<file path="src/rtl/vend_pkg.sv">
// Shared vending constants: coin denominations, one-hot coin_sel bit positions
// and the change-dispense FSM state encoding.
package vend_pkg;

  localparam int DENOM_1  = 1;
  localparam int DENOM_5  = 5;
  localparam int DENOM_10 = 10;
  localparam int DENOM_20 = 20;
  localparam int DENOM_50 = 50;

  localparam int BIT_1  = 0;
  localparam int BIT_5  = 1;
  localparam int BIT_10 = 2;
  localparam int BIT_20 = 3;
  localparam int BIT_50 = 4;

  typedef logic [2:0] dispense_state_t;

  localparam logic [2:0] ST_IDLE    = 3'd0;
  localparam logic [2:0] ST_SELECT  = 3'd1;
  localparam logic [2:0] ST_REQ     = 3'd2;
  localparam logic [2:0] ST_RELEASE = 3'd3;
  localparam logic [2:0] ST_GAP     = 3'd4;
  localparam logic [2:0] ST_DONE    = 3'd5;

endpackage

</file>
<file path="src/rtl/change_dispense_ctrl_if.sv">
// Payout control/status and 4-phase ejector handshake bundle for change_dispense_ctrl.
interface change_dispense_ctrl_if #(
  parameter int MONEY_W = 8,
  parameter int CNT_W   = 4
);
  logic               start;
  logic [MONEY_W-1:0] change_in;
  logic               cancel;
  logic               eject_ack;
  logic               eject_req;
  logic [4:0]         coin_sel;
  logic [MONEY_W-1:0] remaining;
  logic [CNT_W-1:0]   coin_count;
  logic               busy;
  logic               done;
  logic               aborted;

  modport master (
    output start, change_in, cancel, eject_ack,
    input  eject_req, coin_sel, remaining, coin_count, busy, done, aborted
  );

  modport slave (
    input  start, change_in, cancel, eject_ack,
    output eject_req, coin_sel, remaining, coin_count, busy, done, aborted
  );
endinterface

</file>
<file path="src/rtl/change_denom_select.sv">
// Greedy coin picker: largest denomination not exceeding the amount still owed.
// Purely combinational so the display can reuse it as a "next coin" preview.
module change_denom_select
  import vend_pkg::*;
#(
  parameter int MONEY_W = 8
) (
  input  logic [MONEY_W-1:0] remaining,
  output logic [4:0]         coin_sel,
  output logic [MONEY_W-1:0] denom
);

  always_comb begin
    coin_sel = '0;
    denom    = '0;
    if (remaining >= MONEY_W'(DENOM_50)) begin
      coin_sel[BIT_50] = 1'b1;
      denom            = MONEY_W'(DENOM_50);
    end else if (remaining >= MONEY_W'(DENOM_20)) begin
      coin_sel[BIT_20] = 1'b1;
      denom            = MONEY_W'(DENOM_20);
    end else if (remaining >= MONEY_W'(DENOM_10)) begin
      coin_sel[BIT_10] = 1'b1;
      denom            = MONEY_W'(DENOM_10);
    end else if (remaining >= MONEY_W'(DENOM_5)) begin
      coin_sel[BIT_5] = 1'b1;
      denom           = MONEY_W'(DENOM_5);
    end else if (remaining >= MONEY_W'(DENOM_1)) begin
      coin_sel[BIT_1] = 1'b1;
      denom           = MONEY_W'(DENOM_1);
    end
  end

endmodule

</file>
<file path="src/rtl/change_dispense_ctrl.sv">
// Change payout sequencer: latches the owed amount on start and releases coins
// greedily, one per 4-phase req/ack handshake, with a minimum idle gap between coins.
module change_dispense_ctrl
  import vend_pkg::*;
#(
  parameter int MONEY_W    = 8,
  parameter int GAP_CYCLES = 10_000_000,
  parameter int CNT_W      = 4
) (
  input  logic                  sys_clk,
  input  logic                  sys_rst_n,
  change_dispense_ctrl_if.slave bus
);

  localparam int               GAP_W    = (GAP_CYCLES > 1) ? $clog2(GAP_CYCLES) : 1;
  localparam logic [GAP_W-1:0] GAP_LOAD = GAP_W'(GAP_CYCLES - 1);

  dispense_state_t    state;
  logic [MONEY_W-1:0] remaining;
  logic [CNT_W-1:0]   coin_count;
  logic [4:0]         coin_sel;
  logic               aborted;
  logic               abort_pend;
  logic [GAP_W-1:0]   gap_cnt;
  logic [4:0]         next_sel;
  logic [MONEY_W-1:0] next_denom;
  logic               abort_now;

  function automatic logic [CNT_W-1:0] sat_inc(input logic [CNT_W-1:0] v);
    return (&v) ? v : v + 1'b1;
  endfunction

  // remaining is frozen between SELECT and ack, so next_denom is the coin in flight
  change_denom_select #(.MONEY_W(MONEY_W)) u_denom_select (
    .remaining (remaining),
    .coin_sel  (next_sel),
    .denom     (next_denom)
  );

  assign abort_now = abort_pend | bus.cancel;

  always_ff @(posedge sys_clk or negedge sys_rst_n) begin
    if (!sys_rst_n) begin
      state      <= ST_IDLE;
      remaining  <= '0;
      coin_count <= '0;
      coin_sel   <= '0;
      aborted    <= 1'b0;
      abort_pend <= 1'b0;
      gap_cnt    <= '0;
    end else begin
      if (state != ST_IDLE && bus.cancel) abort_pend <= 1'b1;
      case (state)
        ST_IDLE: begin
          if (bus.start) begin
            remaining  <= bus.change_in;
            coin_count <= '0;
            aborted    <= 1'b0;
            abort_pend <= 1'b0;
            state      <= ST_SELECT;
          end
        end
        ST_SELECT: begin
          if (abort_now) begin
            aborted <= 1'b1;
            state   <= ST_DONE;
          end else if (remaining == '0) begin
            state <= ST_DONE;
          end else begin
            coin_sel <= next_sel;
            state    <= ST_REQ;
          end
        end
        ST_REQ: begin
          if (bus.eject_ack) begin
            remaining  <= remaining - next_denom;
            coin_count <= sat_inc(coin_count);
            coin_sel   <= '0;
            state      <= ST_RELEASE;
          end
        end
        ST_RELEASE: begin
          if (!bus.eject_ack) begin
            if (abort_now) begin
              aborted <= 1'b1;
              state   <= ST_DONE;
            end else if (remaining == '0) begin
              state <= ST_DONE;
            end else begin
              gap_cnt <= GAP_LOAD;
              state   <= ST_GAP;
            end
          end
        end
        ST_GAP: begin
          if (abort_now) begin
            aborted <= 1'b1;
            state   <= ST_DONE;
          end else if (gap_cnt == '0) begin
            state <= ST_SELECT;
          end else begin
            gap_cnt <= gap_cnt - 1'b1;
          end
        end
        ST_DONE:  state <= ST_IDLE;
        default:  state <= ST_IDLE;
      endcase
    end
  end

  // Request decoded from state so it falls the instant reset asserts
  assign bus.eject_req  = (state == ST_REQ);
  assign bus.coin_sel   = coin_sel;
  assign bus.remaining  = remaining;
  assign bus.coin_count = coin_count;
  assign bus.busy       = (state != ST_IDLE);
  assign bus.done       = (state == ST_DONE);
  assign bus.aborted    = aborted;

endmodule

</file>
<file path="src/flat_wrapper.sv">
// flat-port wrapper written by rule: the top's interface ports become plain ports
module change_dispense_ctrl_flat import vend_pkg::*;
#(
  parameter int MONEY_W    = 8,
  parameter int GAP_CYCLES = 10_000_000,
  parameter int CNT_W      = 4
)
  (sys_clk, sys_rst_n, bus_start, bus_change_in, bus_cancel, bus_eject_ack, bus_eject_req, bus_coin_sel, bus_remaining, bus_coin_count, bus_busy, bus_done, bus_aborted);
  change_dispense_ctrl_if #(.MONEY_W(MONEY_W), .CNT_W(CNT_W)) bus_i ();
  input  logic sys_clk;
  input  logic sys_rst_n;
  input wire logic [$bits(bus_i.start)-1:0] bus_start;
  input wire logic [$bits(bus_i.change_in)-1:0] bus_change_in;
  input wire logic [$bits(bus_i.cancel)-1:0] bus_cancel;
  input wire logic [$bits(bus_i.eject_ack)-1:0] bus_eject_ack;
  output wire logic [$bits(bus_i.eject_req)-1:0] bus_eject_req;
  output wire logic [$bits(bus_i.coin_sel)-1:0] bus_coin_sel;
  output wire logic [$bits(bus_i.remaining)-1:0] bus_remaining;
  output wire logic [$bits(bus_i.coin_count)-1:0] bus_coin_count;
  output wire logic [$bits(bus_i.busy)-1:0] bus_busy;
  output wire logic [$bits(bus_i.done)-1:0] bus_done;
  output wire logic [$bits(bus_i.aborted)-1:0] bus_aborted;
  assign bus_i.start = bus_start;
  assign bus_i.change_in = bus_change_in;
  assign bus_i.cancel = bus_cancel;
  assign bus_i.eject_ack = bus_eject_ack;
  assign bus_eject_req = bus_i.eject_req;
  assign bus_coin_sel = bus_i.coin_sel;
  assign bus_remaining = bus_i.remaining;
  assign bus_coin_count = bus_i.coin_count;
  assign bus_busy = bus_i.busy;
  assign bus_done = bus_i.done;
  assign bus_aborted = bus_i.aborted;
  change_dispense_ctrl #(.MONEY_W(MONEY_W), .GAP_CYCLES(GAP_CYCLES), .CNT_W(CNT_W)) u_core (.sys_clk(sys_clk), .sys_rst_n(sys_rst_n), .bus(bus_i));
endmodule
</file>
<file path="config.mk">
export PLATFORM = sky130hd
export DESIGN_NAME = change_dispense_ctrl_flat
export DESIGN_NICKNAME = d
export VERILOG_FILES = /design/src/rtl/vend_pkg.sv /design/src/rtl/change_dispense_ctrl_if.sv /design/src/rtl/change_denom_select.sv /design/src/rtl/change_dispense_ctrl.sv /design/src/flat_wrapper.sv
export SDC_FILE = /design/constraint.sdc
export NUM_CORES = 1
export LEC_CHECK = 0
export BUFFER_PORTS_ARGS = -buffer_cell sky130_fd_sc_hd__buf_4
export CORE_MARGIN = 5
export CORE_UTILIZATION = 35
export CTS_CLUSTER_SIZE = 28
export DETAILED_ROUTE_END_ITERATION = 10
export GPL_ROUTABILITY_DRIVEN = 0
export MAX_ROUTING_LAYER = met4
export PLACE_DENSITY = 0.53
export SLEW_MARGIN = 20
export SYNTH_ARGS = -nofsm -noshare
export SYNTH_HDL_FRONTEND = slang
export SYNTH_HIERARCHICAL = 1
export SYNTH_SLANG_ARGS = --single-unit
</file>
<file path="constraint.sdc">
create_clock -name sys_clk -period 2.53 [get_ports sys_clk]
set_input_delay 0.3795 -clock sys_clk [delete_from_list [all_inputs] [get_ports sys_clk]]
set_output_delay 0.3795 -clock sys_clk [all_outputs]
set_load 0.02 [all_outputs]
</file>
* Word level (Yosys, flattened, before mapping) *
Cells that the tools add are included.
W data, S select, Z words.

operators by class
  $add $sub $neg = 3
  multipliers = 0
  div/mod/pow operators = 0
  magnitude comparators = 5
  eq/ne operators = 16
  shift operators = 0
  multiplexer cells = 48
  bitwise logic cells = 1
  reduce and logical (&&, ||, !) cells = 17

operator list
  kind                     number
  $mux W24                 5
  $pmux W24 S2             1
  $mux W3                  10
  $logic_not A24 Y1        1
  $sub A24 B1 Y24 const B  1
  $mux W4                  5
  $mux W5                  4
  $ne A2 B2 Y1 const B     10
  $mux W8                  2
  $pmux W8 S2              1
  $reduce_and A4 Y1        4
  $pmux W3 S5              1
  $mux W1                  14
  $pmux W5 S2              1
  $ge A8 B1 Y1 const B     1
  $ge A8 B3 Y1 const B     1
  $ge A8 B4 Y1 const B     1
  $ge A8 B5 Y1 const B     1
  $ge A8 B6 Y1 const B     1
  $logic_not A8 Y1         1
  $pmux W4 S2              1
  $sub A8 B6 Y8            1
  $eq A3 B2 Y1 const B     2
  $eq A3 B3 Y1 const B     2
  other kinds (14)         18

word-level totals
  bits in registers = 46
  bits in latches = 0
  RAM bits = 0
  ROM bits = 0
  input port bits = 13
  word-level logic and storage cells = 97
  memories = 0

* Depth between registers and ports, before layout *
Gate-level depths: netlist of the first run.

  depth in word-level cells = 9
  mapped depth = 12
  gate-level depth less buffers = 11

* Hierarchy *
Netlist of the first run, hierarchy kept.

modules (own cells, without submodules)
  module                instances  cells an instance  area each (µm²)
  change_dispense_ctrl  1          322                2771.4
  change_denom_select   1          31                 202.7

* Worst setup path after synthesis of the first run *
No wires, ideal clock.

  path type = flip-flop to flip-flop
  start = reg u_core.remaining[7] (netlist: u_core/bus.remaining[7])
  end = reg u_core.remaining[6] (netlist: u_core/bus.remaining[6])
  setup time = 0.135 ns
  data arrival time = 2.393 ns
  required time = 2.395 ns
  slack = 0.001 ns
  stages on the path, launching flop included = 12
  buffers on the path = 0
  period minus slack after synthesis = 2.529 ns
  path through = dfrtp_1 > nor4_2 > o211a_1 > ha_1 > inv_1 > fa_1 > a21o_1 > a21oi_1 > o21ai_0 > xor2_1 > o22ai_1 > o21ai_0

on the way
  longest elaborated chain between the ends = 9
  elaborated cells between the ends (all ways) = 13
  those cells by class = add/sub: 1; order compare: 5; mux: 7

ends and longest elaborated chain
  item                      RTL line                    text
  start, declared           change_dispense_ctrl.sv:19  logic [MONEY_W-1:0] remaining;
  start signal, assigned    change_dispense_ctrl.sv:56  remaining <= bus.change_in;
  start signal, assigned    change_dispense_ctrl.sv:76  remaining <= remaining - next_denom;
  $ge A8 B1 Y1              change_denom_select.sv:28   end else if (remaining >= MONEY_W'(DENOM_1)) begin
  $mux W1                   change_denom_select.sv:28
  $mux W3                   change_denom_select.sv:25   end else if (remaining >= MONEY_W'(DENOM_5)) begin
  $mux W4                   change_denom_select.sv:22   end else if (remaining >= MONEY_W'(DENOM_10)) begin
  $mux W5                   change_denom_select.sv:19   end else if (remaining >= MONEY_W'(DENOM_20)) begin
  $mux W6 (*)               change_denom_select.sv:16   if (remaining >= MONEY_W'(DENOM_50)) begin
  via u_core.next_denom[0]  change_dispense_ctrl.sv:26  logic [MONEY_W-1:0] next_denom;
  $sub A8 B6 Y8 (*)         change_dispense_ctrl.sv:76
  $mux W8 (*)               change_dispense_ctrl.sv:75  if (bus.eject_ack) begin
  $pmux W8 S2 (*)           change_dispense_ctrl.sv:53  case (state)

Mark *: on every way through the listed nets, which the timed path passes. The rest lies on a longest branch. The select of a mux whose other input is x is not followed.
A chain may end at the register's enable or synchronous reset.

* Worst setup path after layout of the first run *
  start = reg u_core.remaining[4] (netlist: u_core/bus.remaining[4])
  end = reg u_core.remaining[7] (netlist: u_core/bus.remaining[7])

on the way
  elaborated cells between the ends (all ways) = 13
  those cells by class = add/sub: 1; order compare: 5; mux: 7

RTL lines
  item                      RTL line
  $ge A8 B4 Y1              change_denom_select.sv:22
  $mux W4                   change_denom_select.sv:22
  $mux W5                   change_denom_select.sv:19
  $mux W6 (*)               change_denom_select.sv:16
  via u_core.next_denom[1]  change_dispense_ctrl.sv:26
  $sub A8 B6 Y8 (*)         change_dispense_ctrl.sv:76
  $mux W8 (*)               change_dispense_ctrl.sv:75
  $pmux W8 S2 (*)           change_dispense_ctrl.sv:53

Marked as above.

==> qor.txt, run 1 <==
=================================================================================
Synthesis Warnings                                                              6
Share of async-settable or async-resettable flops after synthesis            1.00
Number of filler instances in the final layout                                866
Min Clock Period, post-route                                              2400 ps
Type of the most critical hold path                                  primary input to asynchronous set/reset pin
Number of nets with antenna violations after routing                            0
Count of hold-fix buffers inserted at cts                                       0
Peak fanout along the critical path                                             5
Horizontal extent of the die                                               102 um
Unique cell type count in the Yosys netlist                                    59
Remaining Overflow, GRT                                                         0
Outcome                                                              finished, final reports clean
Cell with the biggest individual delay on the critical path               dfrtp_2
Final setup violation count                                                     0
Count of endpoints failing hold in the final timing report                      0
Main flop type after synthesis                                            dfrtp_1
Average wire length per cell after detail routing                         14.4 um
Cell count after synthesis                                                    353
Power density over the cells                                         1160 mW/mm^2
Setup slack of the critical path after layout                              132 ps
Part of the Yosys area used for sequential elements                         0.387
Worst Max-Slew Pin Slew                                                    599 ps
Number of rows in the core area                                                33
Core ar.                                                             0.00826 sq mm
First DRT Iteration DRCs                                                      167
Initial antenna violation count                                                 0
Placement-stage worst setup slack                                         57.9 ps
Insertion delay of the later-clocked pin in the worst-skew pair            300 ps
Internal reg-to-reg setup slack                                            130 ps
Worst flop-to-flop path endpoint                                     u_core/bus.remaining[7]$_DFFE_PN0P_
Die outline area                                                     0.0104 sq mm
Slew Limit Headroom                                                         0.601
Highest clock rate                                                        417 MHz
Clock transition at the registers of the reported paths                     90 ps
Vias per cell                                                                5.29
Initial standard-cell utilization of the core                               0.360
Area of the multi-input gates                                        0.00170 sq mm
Count of clock tree sinks                                                      46
TritonCTS clock tree                                                        built
Port Buffer Count                                                              33
Clock root buffer                                                        clkbuf_8
Type of the worst setup path                                         flip-flop to flip-flop
Critical path's top delay family                                     compound AO/OA/AOI/OAI gates
Via count of the first global-routing pass                                   2518
Worst setup skew after layout                                             10.0 ps
Pin count of the biggest net entering global routing                           47
Clock Path Buffers                                                              2
Mapped Avg Cell Area                                                   8.43 sq um
Top-level port count                                                           34
Number of buffer and inverter instances along the worst setup path              2
Cells along the critical path                                        buf_4, nor3b_1, a211oi_1, o21ai_1, inv_1, ha_1, nor2b_1, o2111ai_2, nand3_1, a21o_1, a21oi_1, nor3b_2
Overall routed net length                                                 7.35 mm
Sort of element at the end of the critical path                         flip-flop
Number of cells on the worst reg-to-reg path                                   12
Peak per-stage delay on the critical path                                  450 ps
Deepest level of the CTS H-tree                                                 2
Finished layout cell area                                            0.00360 sq mm
DRC Markers                                                                     0
Worst Hold Margin                                                         65.2 ps
Fraction of layout instances using a drive strength above 1                 0.225
HPWL Detailed                                                             5.35 mm
Leak                                                                      1.57 nW
Count of TritonRoute iterations in the first routing pass                       5
Crit path arrival time                                                    2590 ps
Dpl cell area                                                        0.00343 sq mm
Total number of vias                                                         2700
Final period utilization                                                    0.948
Count of max-cap constraint violations                                          0
Number of nets in the layout                                                  428
Die height                                                                 102 um
Cell area after synthesis                                            0.00297 sq mm
Setup tns final                                                              0 ps
Register bit total from synthesis                                              46
Count of inserted antenna diode cells                                           0
GRT Resource Usage Total                                                    0.154
Number of enable flip-flop cells after synthesis                                0
TritonCTS Buffers                                                               5
Wire length of the first global-routing pass                              12.5 mm
Layout Area Growth over Synthesis                                           21.2%
Required time reported for the critical path endpoint                     2720 ps
Startpoint type of the worst setup path                                 flip-flop
RSZ-0062 raised after global routing                                         true
Final slew viol count                                                           0
Worst ir drop on vdd                                                       399 uV
RR Startpoint                                                        u_core/bus.remaining[4]$_DFFE_PN0P_
Combined flip-flop and latch cell area                               0.00115 sq mm
=================================================================================
-- what timing repair did --
item | in CTS | in global routing
setup buffers | 0 | 2
resized for setup | 0 | 15
endpoints found under the setup margin | 0 | 9
-- Yosys cell counts, drive strengths merged, types with 3 or more instances --
cell type / instances / area share
inv: 20 / 0.025
or3: 6 / 0.013
nand2: 38 / 0.051
dfrtp: 46 / 0.39
nand2b: 3 / 0.0063
a31oi: 4 / 0.0084
ha: 10 / 0.042
a21oi: 23 / 0.039
o21a: 4 / 0.010
o22ai: 5 / 0.013
nand3b: 3 / 0.0076
nor4: 12 / 0.034
a21o: 4 / 0.011
nand3: 15 / 0.025
clkbuf: 7 / 0.0088
nor2b: 4 / 0.0084
a211oi: 3 / 0.0076
buf: 8 / 0.024
nor3: 13 / 0.022
and3: 4 / 0.0088
nor2: 34 / 0.043
o21ai: 46 / 0.077
nor3b: 4 / 0.013
o31ai: 4 / 0.010
xnor2: 11 / 0.032
-- area by class of cell --
| cell class | count | share of cell area |
|---|---|---|
| inverter | 20 | 0.0208 |
| tap | 105 | 0.0364 |
| timing repair buffer | 58 | 0.121 |
| clock buffer | 7 | 0.0267 |
| clock inverter | 1 | 0.00243 |
| sequential | 46 | 0.320 |
| multi-input combinational | 273 | 0.472 |
-- cell families (layout without fill, tap and decap cells) --
logic type,Yosys count,count (layout),share of synthesized area
buf+inv,35,86,0.0576
fa+ha+maj,11,11,0.0488
other cells,1,2,0.00126
simple gates,145,145,0.265
compound gates,102,102,0.202
flops,46,46,0.387
xor+xnor,13,13,0.0383
-- worst reg2reg max path, cell delays in order, from the launching register on --
cell,delay [ps]
dfrtp_2,450
buf_4,160
nor3b_1,190
a211oi_1,60
o21ai_1,160
inv_1,100
ha_1,270
nor2b_1,150
o2111ai_2,190
nand3_1,120
a21o_1,190
a21oi_1,170
nor3b_2,70
-- metal layers --
| layer | share of wire | up-vias | GRT usage | wire, um |
|---|---|---|---|---|
| met2 | 0.43 | 58 | 0.223 | 3190 |
| met5 | 0 | - | - | 0 |
| met3 | 0.036 | 5 | 0.0266 | 267 |
| met1 | 0.52 | 1274 | 0.227 | 3840 |
| met4 | 0.0078 | 0 | 0.0303 | 57 |
| li1 | - | 1363 | - | - |
-- cell usage in the layout (no fill, tap or decap), types with 2 or more instances in the layout --
cell type,instances
nor4_1,9
nor4_4,2
inv_1,20
dfrtp_1,43
nand2_1,36
nor2b_1,4
o21ai_0,39
xor2_1,2
nor2_1,33
a21oi_1,21
ha_1,8
clkbuf_8,7
o21ai_1,7
dfrtp_2,3
a21oi_2,2
buf_4,58
conb_1,2
nand3_1,15
a31oi_1,4
and2_1,2
or3_1,5
nor3b_2,3
o22ai_1,4
a211oi_1,3
a21o_1,3
xnor2_1,11
nand3b_1,3
and3_1,3
o31ai_1,4
o21a_1,4
nor3_1,13
nand2b_1,3
-- worst max-delay path by stage --
stage                     slack, ps                             endpoint                           startpoint  depth (start not counted)
after floorplan                   1  u_core/bus.remaining[6]$_DFFE_PN0P_  u_core/bus.remaining[7]$_DFFE_PN0P_                         11
after global placement           90  u_core/bus.remaining[7]$_DFFE_PN0P_  u_core/bus.remaining[3]$_DFFE_PN0P_                         11
after detailed placement         60  u_core/bus.remaining[7]$_DFFE_PN0P_  u_core/bus.remaining[3]$_DFFE_PN0P_                         11
after CTS                        30  u_core/bus.remaining[7]$_DFFE_PN0P_  u_core/bus.remaining[3]$_DFFE_PN0P_                         11
after global routing            -30  u_core/bus.remaining[7]$_DFFE_PN0P_  u_core/bus.remaining[4]$_DFFE_PN0P_                         12
final                           130  u_core/bus.remaining[7]$_DFFE_PN0P_  u_core/bus.remaining[4]$_DFFE_PN0P_                         12
-- through the flow --
| step | cells | power [mW] | util |
|---|---|---|---|
| after floorplan | 354 | 2.81 | - |
| after global placement | 500 | 3.53 | 0.416 |
| after detailed placement | 500 | 3.55 | 0.416 |
| after CTS | 508 | 4.08 | 0.428 |
| after global routing | 510 | 4.56 | 0.437 |
| final | 510 | 4.19 | 0.437 |
-- registers in the layout, indices dropped and copies added, names as in the netlist --
name	count
u_core/bus.coin_count	4
u_core/bus.remaining	8
u_core/bus.aborted	1
u_core/gap_cnt	24
u_core/abort_pend	1
u_core/state	3
u_core/bus.coin_sel	5
-- power by group --
| part | switching (mW) | internal, mW | leakage, nW |
|---|---|---|---|
| clock network | 0.270 | 0.251 | 0.0544 |
| registers | 0.360 | 0.987 | 0.577 |
| logic | 1.24 | 1.09 | 0.940 |
Power figures use the tool's default switching activity.
==> run 2: changes to the inputs <==
--- a/config.mk
+++ b/config.mk
@@ -7,12 +7,12 @@
 export LEC_CHECK = 0
 export BUFFER_PORTS_ARGS = -buffer_cell sky130_fd_sc_hd__buf_4
 export CORE_MARGIN = 5
-export CORE_UTILIZATION = 35
+export CORE_UTILIZATION = 53
 export CTS_CLUSTER_SIZE = 28
 export DETAILED_ROUTE_END_ITERATION = 10
 export GPL_ROUTABILITY_DRIVEN = 0
 export MAX_ROUTING_LAYER = met4
-export PLACE_DENSITY = 0.53
+export PLACE_DENSITY = 0.75
 export SLEW_MARGIN = 20
 export SYNTH_ARGS = -nofsm -noshare
 export SYNTH_HDL_FRONTEND = slang
==> qor.txt, run 2 (same netlist as run 1, synthesis figures left out) <==
=================================================================================
Count of inserted antenna diode cells                                           0   unchanged
Placement-stage worst setup slack                                         32.0 ps   -25.9 ps
HPWL Detailed                                                             5.17 mm   -3.5%
Number of setup buffers added after CTS                                         0   unchanged
Outcome                                                              finished, final reports clean
TritonCTS Buffers                                                               5   unchanged
Die outline area                                                     0.00721 sq mm   -31%
Initial standard-cell utilization of the core                               0.543   +0.183
Initial antenna violation count                                                 0   unchanged
Peak per-stage delay on the critical path                                  480 ps   +30 ps
Worst Max-Slew Pin Slew                                                    652 ps   +53.2 ps
Layout Area Growth over Synthesis                                           19.3%
Core ar.                                                             0.00547 sq mm   -34%
Power density over the cells                                         1190 mW/mm^2   +2.2%
Met2 usage in global routing                                                0.316   +0.0931
Type of the most critical hold path                                  primary input to asynchronous set/reset pin
Number of rows in the core area                                                27   -18%
Required time reported for the critical path endpoint                     2740 ps   +20 ps
GRT Resource Usage Total                                                    0.208   +0.0540
Final period utilization                                                    0.973   +0.0248
Die height                                                                84.9 um   -17%
Number of nets in the layout                                                  425   -0.70%
Count of clock tree sinks                                                      46   unchanged
Top Registers                                                        u_core/gap_cnt (24), u_core/bus.remaining (8), u_core/bus.coin_sel (5)
Fraction of layout instances using a drive strength above 1                 0.216   -0.00827
Clock transition at the registers of the reported paths                     90 ps   about the same
Horizontal extent of the die                                              84.9 um   -17%
Combined flip-flop and latch cell area                               0.00115 sq mm   unchanged
Count of TritonRoute iterations in the first routing pass                       5   unchanged
Biggest register                                                     u_core/gap_cnt
Area of the multi-input gates                                        0.00171 sq mm   +0.15%
Final slew viol count                                                           0   unchanged
Top-level port count                                                           34   unchanged
Max FFs per register                                                           24   unchanged
Final setup violation count                                                     0   unchanged
Worst ir drop on vdd                                                       531 uV   +33%
Finished layout cell area                                            0.00355 sq mm   -1.6%
RSZ-0062 raised after global routing                                         true
Leading cell type in the layout, fill and taps excluded                     buf_4
Number of filler instances in the final layout                                471   -46%
Wire length of the first global-routing pass                              11.9 mm   -4.4%
Placed instance count                                                         466   -6.8%
Min Clock Period, post-route                                              2460 ps   +62.9 ps
Worst Hold Margin                                                         79.6 ps   +14.4 ps
Setup slack of the critical path after layout                             68.9 ps   -62.9 ps
Vias per cell                                                                5.76   +8.8%
Overall routed net length                                                 7.28 mm   -0.95%
Number of buffer and inverter instances along the worst setup path              1   -1
Worst setup skew after layout                                             9.99 ps   -0.0156 ps
Sort of element at the end of the critical path                         flip-flop
DRC Markers                                                                     0   unchanged
GRT Max-Usage Layer                                                          met2
Type of the worst setup path                                         flip-flop to flip-flop
Share of the core filled with cells in the final layout                     0.648   +0.212
Insertion delay of the later-clocked pin in the worst-skew pair            300 ps   about the same
Critical Path Most Common Cell                                            nand3_1
Cell with the biggest individual delay on the critical path               dfrtp_2
Setup tns final                                                              0 ps   unchanged
Non-Filler Instances                                                          474   -7.1%
Top library cells by usage in the layout, fill and taps aside        buf_4, dfrtp_1, o21ai_0
Leak                                                                      1.55 nW   -1.2%
Global routing met3 resource utilization                                   0.0388   +0.0122
Dpl cell area                                                        0.00338 sq mm   -1.4%
Count of endpoints failing hold in the final timing report                      0   unchanged
Count of max-cap constraint violations                                          0   unchanged
Clock Path Buffers                                                              2   unchanged
Peak fanout along the critical path                                             9   +4
Average wire length per cell after detail routing                         15.4 um   +6.6%
Total Power Consumption                                                   4.22 mW   +0.59%
Critical path's top delay family                                     compound AO/OA/AOI/OAI gates
Crit path arrival time                                                    2670 ps   +80 ps
Highest clock rate                                                        406 MHz   -2.6%
Startpoint type of the worst setup path                                 flip-flop
Total number of vias                                                         2729   +1.1%
Cells along the critical path                                        nand2b_1, a211oi_1, o21ai_1, inv_1, ha_1, nor2b_1, o2111ai_1, nand3_1, a21o_1, nand3_1, nor3b_2
TritonCTS clock tree                                                        built
Deepest level of the CTS H-tree                                                 2   unchanged
Clock root buffer                                                        clkbuf_8
Remaining Overflow, GRT                                                         0   unchanged
Via count of the first global-routing pass                                   2542   +0.95%
Port Buffer Count                                                              33   unchanged
Pin count of the biggest net entering global routing                           47   unchanged
Slew Limit Headroom                                                         0.561   -0.0395
Routing usage on met1                                                       0.284   +0.0571
First DRT Iteration DRCs                                                      238   +43%
Number of nets with antenna violations after routing                            0   unchanged
=================================================================================
## run 2: path summary, 6_finish.rpt
kind	to	slack (ps)	cells past startpoint	from
max	u_core/bus.remaining[7]$_DFFE_PN0P_	70	11	u_core/bus.remaining[3]$_DFFE_PN0P_
min	u_core/gap_cnt[5]$_DFFE_PN0P_	80	1	sys_rst_n
max reg2reg	u_core/bus.remaining[7]$_DFFE_PN0P_	70	11	u_core/bus.remaining[3]$_DFFE_PN0P_
min reg2reg	u_core/bus.aborted$_DFFE_PN0P_	530	1	u_core/bus.aborted$_DFFE_PN0P_
max in group asynchronous	u_core/bus.remaining[3]$_DFFE_PN0P_	2020	1	sys_rst_n
min in group sys_clk	u_core/abort_pend$_DFF_PN0_	280	2	bus_start
## run 2: report_power, final
group | total (mW) | switching, mW | internal (mW) | leakage [nW]
Sequential | 1.34 | 0.351 | 0.987 | 0.577
Clock | 0.552 | 0.257 | 0.295 | 0.0514
Combinational | 2.33 | 1.26 | 1.06 | 0.925
## run 2: routing by layer
layer | wire length, um | share of wire | vias up
met5 | 0 | 0 | -
met4 | 110 | 0.015 | 0
met3 | 359 | 0.049 | 11
met2 | 3490 | 0.48 | 83
met1 | 3330 | 0.46 | 1280
li1 | - | - | 1355
## run 2: final cells by class
type                    count  area share
clock buffers               6      0.0205
clock inverters             2      0.0106
inverters                  20      0.0212
multi-input cells         273       0.481
flip-flops and latches     46       0.325
well taps                  72      0.0254
repair buffers             55       0.116
## run 2: repair_timing
action | 4_1_cts | 5_1_grt
endpoints found under the setup margin | 0 | 5
hold buffers | 0 | 0
gates resized for setup | 0 | 16
## run 2: worst reg2reg max path: cells and delay by family, from the launching register on
kind | cells | cell delay [ps]
AO/OA/AOI/OAI | 4 | 790
AND/OR/NAND/NOR | 5 | 740
flip-flops | 1 | 480
adder cells (fa/ha/maj) | 1 | 240
buffers and inverters | 1 | 120
==> run 3: changes to the inputs <==
--- a/config.mk
+++ b/config.mk
@@ -7,12 +7,14 @@
 export LEC_CHECK = 0
 export BUFFER_PORTS_ARGS = -buffer_cell sky130_fd_sc_hd__buf_4
 export CORE_MARGIN = 5
-export CORE_UTILIZATION = 53
+export CORE_UTILIZATION = 55
+export CTS_BUF_LIST = sky130_fd_sc_hd__clkbuf_2 sky130_fd_sc_hd__clkbuf_4 sky130_fd_sc_hd__clkbuf_8
+export CTS_CLUSTER_DIAMETER = 200
 export CTS_CLUSTER_SIZE = 28
 export DETAILED_ROUTE_END_ITERATION = 10
 export GPL_ROUTABILITY_DRIVEN = 0
 export MAX_ROUTING_LAYER = met4
-export PLACE_DENSITY = 0.75
+export PLACE_DENSITY = 0.78
 export SLEW_MARGIN = 20
 export SYNTH_ARGS = -nofsm -noshare
 export SYNTH_HDL_FRONTEND = slang
==> qor.txt, run 3 (same netlist as run 1, synthesis figures left out) <==
==============================================================================
Peak per-stage delay on the critical path                               490 ps   about the same
Fraction of layout instances using a drive strength above 1              0.222   +0.00580
Portion of total power attributed to combinational logic                 0.550   -0.002
Core ar.                                                          0.00517 sq mm   -5.5%
Count of max-cap constraint violations                                       0   unchanged
Final period utilization                                                 0.981   +0.00825
Outcome                                                           finished, final reports clean
Cell with the biggest individual delay on the critical path            dfrtp_2
Type of the most critical hold path                               primary input to asynchronous set/reset pin
Die outline area                                                  0.00698 sq mm   -3.2%
Min Clock Period, post-route                                           2480 ps   +20.9 ps
Power density over the cells                                      1200 mW/mm^2   +0.70%
Clock transition at the registers of the reported paths                 100 ps   about the same
Cell-internal power                                                    2.35 mW   about the same
Final setup violation count                                                  0   unchanged
Placed instance count                                                      463   -0.64%
Top-level port count                                                        34   unchanged
Die height                                                             83.5 um   -1.6%
Worst Hold Margin                                                      74.0 ps   -5.55 ps
Vias per cell                                                             5.84   +1.4%
Total Power Consumption                                                4.25 mW   +0.87%
Biggest register                                                  u_core/gap_cnt
Required time reported for the critical path endpoint                  2740 ps   about the same
TritonCTS clock tree                                                     built
Total number of vias                                                      2773   +1.6%
Type of the worst setup path                                      flip-flop to flip-flop
Sort of element at the end of the critical path                      flip-flop
Average wire length per cell after detail routing                      15.9 um   +3.2%
Peak fanout along the critical path                                         11   +2
Clock Path Buffers                                                           2   unchanged
Deepest level of the CTS H-tree                                              2   unchanged
Top Registers                                                     u_core/gap_cnt (24), u_core/bus.remaining (8), u_core/bus.coin_sel (5)
TritonCTS Buffers                                                            5   unchanged
Pin count of the biggest net entering global routing                        47   unchanged
Number of filler instances in the final layout                             407   -14%
Setup tns final                                                           0 ps   unchanged
Count of hold-fix buffers inserted at cts                                    0   unchanged
Leak                                                                   1.58 nW   +1.5%
Startpoint type of the worst setup path                              flip-flop
Worst Max-Slew Pin Slew                                                 651 ps   -1.15 ps
Initial antenna violation count                                              0   unchanged
Cells along the critical path                                     o311ai_1, nand2_1, o22ai_2, inv_1, ha_1, a21o_1, a21oi_2, o21ai_1, xor2_1, o22ai_1, o21ai_0
Initial standard-cell utilization of the core                            0.575   +0.0315
Finished layout cell area                                         0.00355 sq mm   +0.18%
Wire length of the first global-routing pass                           12.7 mm   +6.2%
Switching share of power                                                 0.448   +0.00434
First DRT Iteration DRCs                                                   275   +16%
Port Buffer Count                                                           33   unchanged
Sequential cell fraction of total power                                  0.317   about the same
Count of inserted antenna diode cells                                        0   unchanged
Count of endpoints failing hold in the final timing report                   0   unchanged
Number of rows in the core area                                             26   -3.7%
Count of TritonRoute iterations in the first routing pass                    4   -1
Highest clock rate                                                     403 MHz   -0.84%
Crit path arrival time                                                 2700 ps   +30 ps
Slew Limit Headroom                                                      0.562   +0.000773
Final slew viol count                                                        0   unchanged
Max FFs per register                                                        24   unchanged
Top library cells by usage in the layout, fill and taps aside     buf_4, dfrtp_1, o21ai_0
Leading cell type in the layout, fill and taps excluded                  buf_4
Internal reg-to-reg setup slack                                          50 ps   -20 ps
Overall routed net length                                              7.53 mm   +3.4%
Dpl cell area                                                     0.00337 sq mm   -0.30%
Number of nets with antenna violations after routing                         0   unchanged
Worst setup skew after layout                                          11.6 ps   +1.61 ps
Share of the core filled with cells in the final layout                  0.687   +0.0389
Horizontal extent of the die                                           83.5 um   -1.6%
Part of the total power dissipated in the clock network                  0.134   +0.003
Worst ir drop on vdd                                                    570 uV   +7.4%
Non-Filler Instances                                                       475   +0.21%
Via count of the first global-routing pass                                2649   +4.2%
Setup slack of the critical path after layout                          48.0 ps   -20.9 ps
Net switching power of the design                                      1.91 mW   +1.9%
Insertion delay of the later-clocked pin in the worst-skew pair         310 ps   about the same
Number of nets in the layout                                               428   +0.71%
Layout Area Growth over Synthesis                                        19.5%
Clock root buffer                                                     clkbuf_8
Remaining Overflow, GRT                                                      0   unchanged
GRT Resource Usage Total                                                 0.225   +0.0174
DRC Markers                                                                  0   unchanged
HPWL Detailed                                                          5.42 mm   +4.8%
Count of clock tree sinks                                                   46   unchanged
Placement-stage worst setup slack                                     -21.3 ps   -53.3 ps
==============================================================================
-- run 3: layer usage --
layer,global-route usage,share of wire,vias up
met5,-,0,-
met1,0.293,0.45,1315
met4,0.0658,0.017,0
met3,0.0424,0.053,12
li1,-,-,1359
met2,0.361,0.48,87
-- run 3: cell type report --
class                           instances  area (sq um)  share of cell area
Timing Repair Buffer                   58           435               0.122
Sequential cell                        46          1150               0.324
Clock buffer                            6          76.3              0.0215
Multi-Input combinational cell        273          1690               0.476
Clock inverter                          2          37.5              0.0106
Tap cell                               70          87.6              0.0246
Inverter                               20          75.1              0.0211
-- run 3: path summary, 6_finish.rpt --
check / startpoint / end / cells past startpoint
max: u_core/bus.remaining[3]$_DFFE_PN0P_ / u_core/bus.remaining[6]$_DFFE_PN0P_ / 11
min: sys_rst_n / u_core/gap_cnt[5]$_DFFE_PN0P_ / 1
max reg2reg: u_core/bus.remaining[3]$_DFFE_PN0P_ / u_core/bus.remaining[6]$_DFFE_PN0P_ / 11
min reg2reg: u_core/gap_cnt[21]$_DFFE_PN0P_ / u_core/gap_cnt[21]$_DFFE_PN0P_ / 2
max in group asynchronous: sys_rst_n / u_core/bus.remaining[3]$_DFFE_PN0P_ / 1
min in group sys_clk: bus_start / u_core/abort_pend$_DFF_PN0_ / 2
-- run 3: what timing repair did --
action / in CTS / in global routing
setup buffers: 0 / 4
pin swaps: 0 / 4
resized for setup: 2 / 11
hold endpoints to repair: 0 / 0
setup endpoints to repair: 2 / 6
-- run 3: critical path: cells and delay by family, from the launching register on --
| family | cells | cell delay [ps] |
|---|---|---|
| compound gates | 7 | 1240 |
| xor+xnor | 1 | 140 |
| fa+ha+maj | 1 | 300 |
| buf+inv | 1 | 70 |
| flops | 1 | 490 |
| simple gates | 1 | 150 |
-- run 3: power groups by stage --
stage	clock, mW	combinational (mW)	sequential [mW]
global route	0.613	2.56	1.40
CTS	0.580	2.22	1.34
global placement	0	2.11	1.33
finish	0.568	2.34	1.35
detailed placement	0	2.19	1.34
floorplan	0	1.41	1.39
